--- src/rtl/mem_req_queue.sv ---
// In-order request FIFO feeding a single-outstanding memory handshake master,
// with a one-entry read response register and per-type completion counters.
module mem_req_queue #(
    parameter int WIDTH      = 16,
    parameter int DEPTH      = 16,
    parameter int ADDR_WIDTH = $clog2(DEPTH),
    parameter int QDEPTH     = 4,
    parameter int CW         = $clog2(QDEPTH + 1)
) (
    input  logic                  clk,
    input  logic                  rst,
    input  logic                  req_valid,
    output logic                  req_ready,
    input  logic                  req_wr_rd,
    input  logic [ADDR_WIDTH-1:0] req_addr,
    input  logic [WIDTH-1:0]      req_wdata,
    output logic                  rsp_valid,
    input  logic                  rsp_ready,
    output logic [WIDTH-1:0]      rsp_rdata,
    output logic [ADDR_WIDTH-1:0] rsp_addr,
    output logic                  valid,
    output logic                  wr_rd,
    output logic [ADDR_WIDTH-1:0] addr,
    output logic [WIDTH-1:0]      wdata,
    input  logic [WIDTH-1:0]      rdata,
    input  logic                  ready,
    output logic [CW-1:0]         q_count,
    output logic [15:0]           wr_done_cnt,
    output logic [15:0]           rd_done_cnt
);
    localparam int PW = $clog2(QDEPTH);

    typedef struct packed {
        logic                  wr_rd;
        logic [ADDR_WIDTH-1:0] addr;
        logic [WIDTH-1:0]      wdata;
    } req_t;

    typedef enum logic {IDLE, BUSY} state_t;

    req_t                  fifo_q [QDEPTH];
    logic [PW-1:0]         wr_ptr_q, wr_ptr_d, rd_ptr_q, rd_ptr_d;
    logic [CW-1:0]         count_q, count_d;
    state_t                state_q, state_d;
    logic                  valid_q, valid_d;
    logic                  wr_rd_q, wr_rd_d;
    logic [ADDR_WIDTH-1:0] addr_q, addr_d;
    logic [WIDTH-1:0]      wdata_q, wdata_d;
    logic                  rsp_valid_q, rsp_valid_d;
    logic [WIDTH-1:0]      rsp_rdata_q, rsp_rdata_d;
    logic [ADDR_WIDTH-1:0] rsp_addr_q, rsp_addr_d;
    logic [15:0]           wr_cnt_q, wr_cnt_d, rd_cnt_q, rd_cnt_d;

    logic push, pop, done, slot_busy, can_issue;
    req_t head;

    assign req_ready = (count_q != CW'(QDEPTH));

    always_comb begin
        push = req_valid && req_ready;
        done = valid_q && ready;
        head = fifo_q[rd_ptr_q];
        // The slot is taken after this edge if the held response is not popped
        // or the read completing right now is about to land in it.
        slot_busy = (rsp_valid_q && !rsp_ready) || (done && !wr_rd_q);
        can_issue = (count_q != '0) && (head.wr_rd || !slot_busy);
    end

    always_comb begin
        state_d = state_q;
        valid_d = valid_q;
        wr_rd_d = wr_rd_q;
        addr_d  = addr_q;
        wdata_d = wdata_q;
        pop     = 1'b0;
        case (state_q)
            IDLE: begin
                if (can_issue) begin
                    pop     = 1'b1;
                    valid_d = 1'b1;
                    wr_rd_d = head.wr_rd;
                    addr_d  = head.addr;
                    wdata_d = head.wdata;
                    state_d = BUSY;
                end
            end
            BUSY: begin
                if (done) begin
                    if (can_issue) begin
                        pop     = 1'b1;
                        wr_rd_d = head.wr_rd;
                        addr_d  = head.addr;
                        wdata_d = head.wdata;
                    end else begin
                        valid_d = 1'b0;
                        state_d = IDLE;
                    end
                end
            end
            default: state_d = IDLE;
        endcase
    end

    always_comb begin
        wr_ptr_d    = wr_ptr_q + PW'(push);
        rd_ptr_d    = rd_ptr_q + PW'(pop);
        count_d     = count_q + CW'(push) - CW'(pop);
        rsp_valid_d = rsp_valid_q && !rsp_ready;
        rsp_rdata_d = rsp_rdata_q;
        rsp_addr_d  = rsp_addr_q;
        if (done && !wr_rd_q) begin
            rsp_valid_d = 1'b1;
            rsp_rdata_d = rdata;
            rsp_addr_d  = addr_q;
        end
        wr_cnt_d = wr_cnt_q + 16'(done && wr_rd_q);
        rd_cnt_d = rd_cnt_q + 16'(done && !wr_rd_q);
    end

    // Entry storage needs no reset: occupancy alone decides what is live.
    always_ff @(posedge clk) begin
        if (push) fifo_q[wr_ptr_q] <= '{wr_rd: req_wr_rd, addr: req_addr, wdata: req_wdata};
    end

    always_ff @(posedge clk or negedge rst) begin
        if (!rst) begin
            wr_ptr_q    <= '0;
            rd_ptr_q    <= '0;
            count_q     <= '0;
            state_q     <= IDLE;
            valid_q     <= 1'b0;
            wr_rd_q     <= 1'b0;
            addr_q      <= '0;
            wdata_q     <= '0;
            rsp_valid_q <= 1'b0;
            rsp_rdata_q <= '0;
            rsp_addr_q  <= '0;
            wr_cnt_q    <= '0;
            rd_cnt_q    <= '0;
        end else begin
            wr_ptr_q    <= wr_ptr_d;
            rd_ptr_q    <= rd_ptr_d;
            count_q     <= count_d;
            state_q     <= state_d;
            valid_q     <= valid_d;
            wr_rd_q     <= wr_rd_d;
            addr_q      <= addr_d;
            wdata_q     <= wdata_d;
            rsp_valid_q <= rsp_valid_d;
            rsp_rdata_q <= rsp_rdata_d;
            rsp_addr_q  <= rsp_addr_d;
            wr_cnt_q    <= wr_cnt_d;
            rd_cnt_q    <= rd_cnt_d;
        end
    end

    assign valid       = valid_q;
    assign wr_rd       = wr_rd_q;
    assign addr        = addr_q;
    assign wdata       = wdata_q;
    assign rsp_valid   = rsp_valid_q;
    assign rsp_rdata   = rsp_rdata_q;
    assign rsp_addr    = rsp_addr_q;
    assign q_count     = count_q;
    assign wr_done_cnt = wr_cnt_q;
    assign rd_done_cnt = rd_cnt_q;
endmodule

--- config.mk ---
export PLATFORM = sky130hd
export DESIGN_NAME = mem_req_queue
export DESIGN_NICKNAME = d
export VERILOG_FILES = /design/src/rtl/mem_req_queue.sv
export SDC_FILE = /design/constraint.sdc
export NUM_CORES = 1
export LEC_CHECK = 0
export ABC_AREA = 1
export CORE_MARGIN = 3
export CORE_UTILIZATION = 47
export CTS_CLUSTER_DIAMETER = 50
export CTS_CLUSTER_SIZE = 24
export DETAILED_ROUTE_END_ITERATION = 10
export HOLD_SLACK_MARGIN = 0.12
export PLACE_DENSITY_LB_ADDON = 0.25
export SLEW_MARGIN = 20
export SYNTH_ARGS = -nofsm -noshare
export SYNTH_HDL_FRONTEND = slang
export SYNTH_SLANG_ARGS = --single-unit
--- constraint.sdc ---
create_clock -name clk -period 2.6 [get_ports clk]
set_clock_uncertainty 0.2 [all_clocks]
set_input_delay 0.52 -clock clk [delete_from_list [all_inputs] [get_ports clk]]
set_output_delay 0.52 -clock clk [all_outputs]
set_load 0.05 [all_outputs]
After elaboration in Yosys (flattened, before gate mapping)
Memory sizes are Yosys's and may differ from the RTL's.
Cells that the tools add are included.
W data, S select, Z words.

word-level totals
  logic and storage cells = 59
  register bits after elaboration = 83
  input port bits = 42
  memories = 1
  output and inout bits = 79
  latch bits = 0
  RAM bits = 84
  bits in read-only memories = 0

operators by class
  bitwise logic cells = 1
  multipliers = 0
  $lt $le $gt $ge = 0
  divide/modulo/power cells = 0
  equality and inequality tests = 4
  reduce and logical (&&, ||, !) cells = 13
  shift-type cells = 0
  multiplexer cells = 21
  add/sub/neg operators = 6

memories
  name    depth  width  rd ports  clocked after Yosys merged registers in  wr ports  RTL line  RTL
  fifo_q  4      21     1         0                                        1         41        req_t fifo_q [QDEPTH];

operators with widths
  cell                  count
  $add A16 B1 Y16       2
  $mux W16              2
  $pmux W16 S2          1
  $mux W1               11
  $mux W4               2
  $pmux W1 S2           4
  $pmux W4 S2           1
  $logic_and A1 B1 Y1   6
  $add A2 B1 Y2         2
  $ne A2 B2 Y1 const B  2
  $add A3 B1 Y3         1
  $logic_not A1 Y1      3
  $ne A3 B3 Y1 const B  1
  $reduce_and A3 Y1     1
  $reduce_bool A3 Y1    1
  $sub A3 B1 Y3         1
  $logic_or A1 B1 Y1    2
  $ne A2 B1 Y1 const B  1
  $not A1 Y1            1

Logic depth before layout (Yosys ltp)
  word-level depth = 10
  gate-level depth with buffers = 16
  gate-level depth less buffers = 14

Least setup slack after synthesis
OpenSTA, ideal clock, no wires.

  path type = reg2reg
  from = register count_q[1] (netlist: q_count[1])
  to = memory fifo_q[0][0] (netlist bit), enable pin
  arrival = 2.973 ns
  clock period less this slack = 3.598 ns
  setup time = 0.425 ns
  setup slack = -0.998 ns
  cell stages (with the launch flop) = 5
  buffers on the path = 0
  required time = 1.975 ns
  cell sequence = dfrtp_1 -> inv_1 -> nand3_1 -> nand2_1 -> nor3_1

between the ends
  cells in the longest elaborated chain, start to end = 4

RTL lines
  item                           RTL line  RTL
  from (decl)                    43        logic [CW-1:0] count_q, count_d;
  from (signal assigned)         143       count_q <= count_d;
  $ne A3 B3 Y1                   57        assign req_ready = (count_q != CW'(QDEPTH));
  net req_ready                  13        output logic req_ready,
  $logic_and A1 B1 Y1            60        push = req_valid && req_ready;
  $mux W1                        122       if (push) fifo_q[wr_ptr_q] <= '{wr_rd: req_wr_rd, addr: req_addr, wdata: req_wdata};
  $mux W1 (not written as such)  122
  to (decl)                      41

The timed path passes the listed nets, and every way through them passes these cells.

Worst setup path after layout
  from = register count_q[1] (netlist: q_count[1])
  to = output req_ready

between the ends
  cells in the longest elaborated chain, start to end = 1

RTL lines
  item          RTL line
  $ne A3 B3 Y1  57
  to (decl)     13

Every way passes these cells.

==> flow_metrics.py <==
metrics = {
    "die": {
        "io-pin-count": 121,
        "fp-row-count": 43,
        "core_sq_um": 13990,
        "start_util_pct": 48.44,
        "die_area_sq_um": 15890,
        "die_w_um": 126.1,
        "die_y_um": 126.1,
    },
    "synth": {
        "yosysSeqAreaShare_pct": 67.87,
        "synth_fp_nets": 670,
        "synthDistinctLibCells": 29,
        "ys_ff_latch": 167,
        "synth_cells": 619,
        "synth_area_sq_um": 6776,
        "ys_warn_count": 0,
        "syn_area_per_cell_sq_um": 10.95,
    },
    "worst_hold_path": {
        "hp-class": "flip-flop to flip-flop",
    },
    "clock_network": {
        "clock_sinks": 167,
        "clock_latency_ps": 420,
        "clk_pin_slew_ps": 60,
        "ctsHtreeMaxLevel": 4,
        "cts_buffers": 17,
        "cts_max_path_buffers": 2,
        "root_buffer": "clkbuf_16",
        "cts_tree": "built",
    },
    "timing": {
        "post-route-period-util_pct": 97.18,
        "min_period_ps": 2527,
        "hold_violations": 0,
        "clock.fmax_mhz": 395.8,
        "setup_viol": 0,
        "relSlewSlack_pct": 62.52,
        "maxSlewViolCount": 0,
        "tns_ps": 0,
        "tightest_slew_ps": 560.5,
    },
    "routing": {
        "dr.pass1.iters": 5,
        "vias": 4927,
        "drt-initial-drc-count": 311,
        "viasPerCell": 5.154,
        "drt_wl_total_um": 14650,
        "antenna_left": 0,
        "drcViolationCount": 0,
        "wl_per_cell_um": 15.32,
    },
    "final_layout": {
        "mostFrequentLayoutCells": "nand2_1, clkdlybuf4s50_1, nor2_1",
        "final_common_cell": "nand2_1",
        "diodes": 0,
        "drive_above_1_share_pct": 10.70,
        "final_cells": 956,
        "fillers": 1068,
        "areaGrowthSynthToFinish_pct": 32.46,
        "nets": 814,
    },
    "worst_setup_path": {
        "crit_fanout": 3,
        "critPathArrivalTime_ps": 1810,
        "cpMaxStageDelayCell": "clkdlybuf4s50_1",
        "cp_cell_sequence": "inv_1 > nand3_4 > clkdlybuf4s50_1",
        "path_class": "flip-flop to primary output",
        "slowest_delay_ps": 810,
        "crit_required_ps": 1880,
        "critPathLaunchType": "flip-flop",
        "rrSetupSlack_ps": 140,
        "end_kind": "primary output",
    },
    "global_route": {
        "grt.busiest_layer": "met2",
        "grt_max_degree": 40,
        "grtUsageMet3_pct": 5.725,
        "antenna_found_initial": 0,
        "grt_usage_pct": 18.55,
        "overflow": 0,
        "grtUsageMet1_pct": 23.47,
        "grt_pass1_vias": 4842,
        "grt_pass1_wl_um": 23290,
        "use_met2_pct": 29.92,
    },
    "flow_run": {
        "maxCapViolations": 0,
    },
    "placement": {
        "gp_congestion": 0.8377,
        "dpl.hpwl_um": 9717,
        "place_inst": 922,
        "place.port_buffers": 120,
    },
    "power_and_ir_drop": {
        "power.density_nw_per_um2": 1283,
        "ir_drop_uv": 525.6,
        "p_leak_nw": 3.854,
    },
    "status": {
        "outcome": "complete, no violations",
    },
}
==> worst paths after layout <==
kind / from / endpoint / cells after the start
worst max-delay path: q_count[1] / req_ready / 3
worst min-delay path: rsp_rdata[3] / rsp_rdata[3] / 2
worst max register to register: rd_ptr_q[0] / q_count[2] / 14
worst min register to register: rsp_rdata[3] / rsp_rdata[3] / 2
max in group asynchronous: rst / rd_done_cnt[1] / 4
min in group asynchronous: rst / wr_done_cnt[12] / 2
==> synthesized netlist by cell type <==
cell      count  area, sq um
nand4_1      24        150.1
buf_2        11        55.05
fa_1          1        20.02
nand2_2       2        12.51
xor2_1       20        175.2
edfxtp_1     84         2522
nor3_1        8        40.04
dfrtp_1      83         2077
o21ai_0      31        155.2
buf_4         1        7.510
o22ai_2       1        12.51
nor3b_1       1        7.510
nand2_4       1        11.26
nor3_2        2        20.02
nand3_1      12        60.06
nand2_1     160        600.6
inv_1        30        112.6
xnor2_1      11        96.34
nor2_1      100        375.4
inv_4         1        6.260
a21oi_1       2        10.01
clkbuf_1      9        33.78
buf_6         3        33.78
ha_1          8        100.1
o21ai_1       9        45.04
nand3_4       1        17.52
nand3_2       1        10.01
clkbuf_2      1        5.000
inv_2         1        3.750
==> routing by layer <==
| metal | vias to the layer above | share of wire (%) |
|---|---|---|
| met2 | 187 | 48 |
| met1 | 2382 | 43 |
| li1 | 2331 | - |
| met3 | 27 | 6.7 |
| met4 | 0 | 1.8 |
| met5 | - | 0 |
==> sequential cells by signal, indices dropped and copies added, names as in the netlist <==
name,cells
rd_done_cnt,16
wr_ptr_q,2
rd_ptr_q,2
wr_done_cnt,16
rsp_rdata,16
wdata,16
valid,1
state_q,1
fifo_q,84
wr_rd,1
addr,4
rsp_addr,4
rsp_valid,1
q_count,3
==> worst max-delay path: cells and delay by family (launching register included) <==
kind	cells	cell delay, ps
buf+inv	2	920
flops	1	400
simple gates	1	80
==> cell families (layout without fill, tap and decap cells) <==
family / after synthesis / after routing / share of synthesized area (%)
buffers and inverters: 57 / 214 / 3.803
and+or+nand+nor: 312 / 312 / 19.26
DFF: 167 / 167 / 67.87
adders and majority gates: 9 / 9 / 1.773
xor gates and xnor gates: 31 / 31 / 4.007
AOI/OAI and AO/OA: 43 / 43 / 3.287
==> power breakdown <==
part | total (mW) | internal (mW) | switching (mW)
clock network | 2.32 | 1.38 | 0.935
registers | 4.03 | 3.58 | 0.456
logic | 5.17 | 1.70 | 3.47
total | 11.5 | 6.66 | 4.86
==> per-stage QoR <==
step | hold slack [ps] | cell area [sq um] | worst slack, ps | power [mW] | utilization (%)
after floorplan | 24.41 | 6829 | 3.787 | 7.429 | -
after global placement | 253.8 | 8391 | -351.9 | 9.095 | 59.98
after detailed placement | 263.6 | 8391 | -387.3 | 9.222 | 59.98
after CTS | 273.3 | 8955 | 23.07 | 11.56 | 64.02
after global routing | 283.7 | 8976 | -0.9905 | 12.17 | 64.17
final | 273.3 | 8976 | 73.26 | 11.52 | 64.17
==> cell type report <==
class	instances	area [sq um]	area share (%)
repair buffers	150	1491	16.62
clock buffers	23	478.0	5.325
flip-flops and latches	167	4608	51.34
well taps	180	225.2	2.509
inverters	32	122.6	1.366
clock inverters	9	76.32	0.8503
multi-input cells	395	1974	22.00
==> repair_timing <==
item                                    in CTS  in global routing
endpoints found under the setup margin       0                  1
hold buffers                                 1                  0
hold endpoints to repair                    38                  0
resized for setup                            0                  4
setup buffers                                0                  1
No activity file was read; power rests on OpenSTA's default activity.
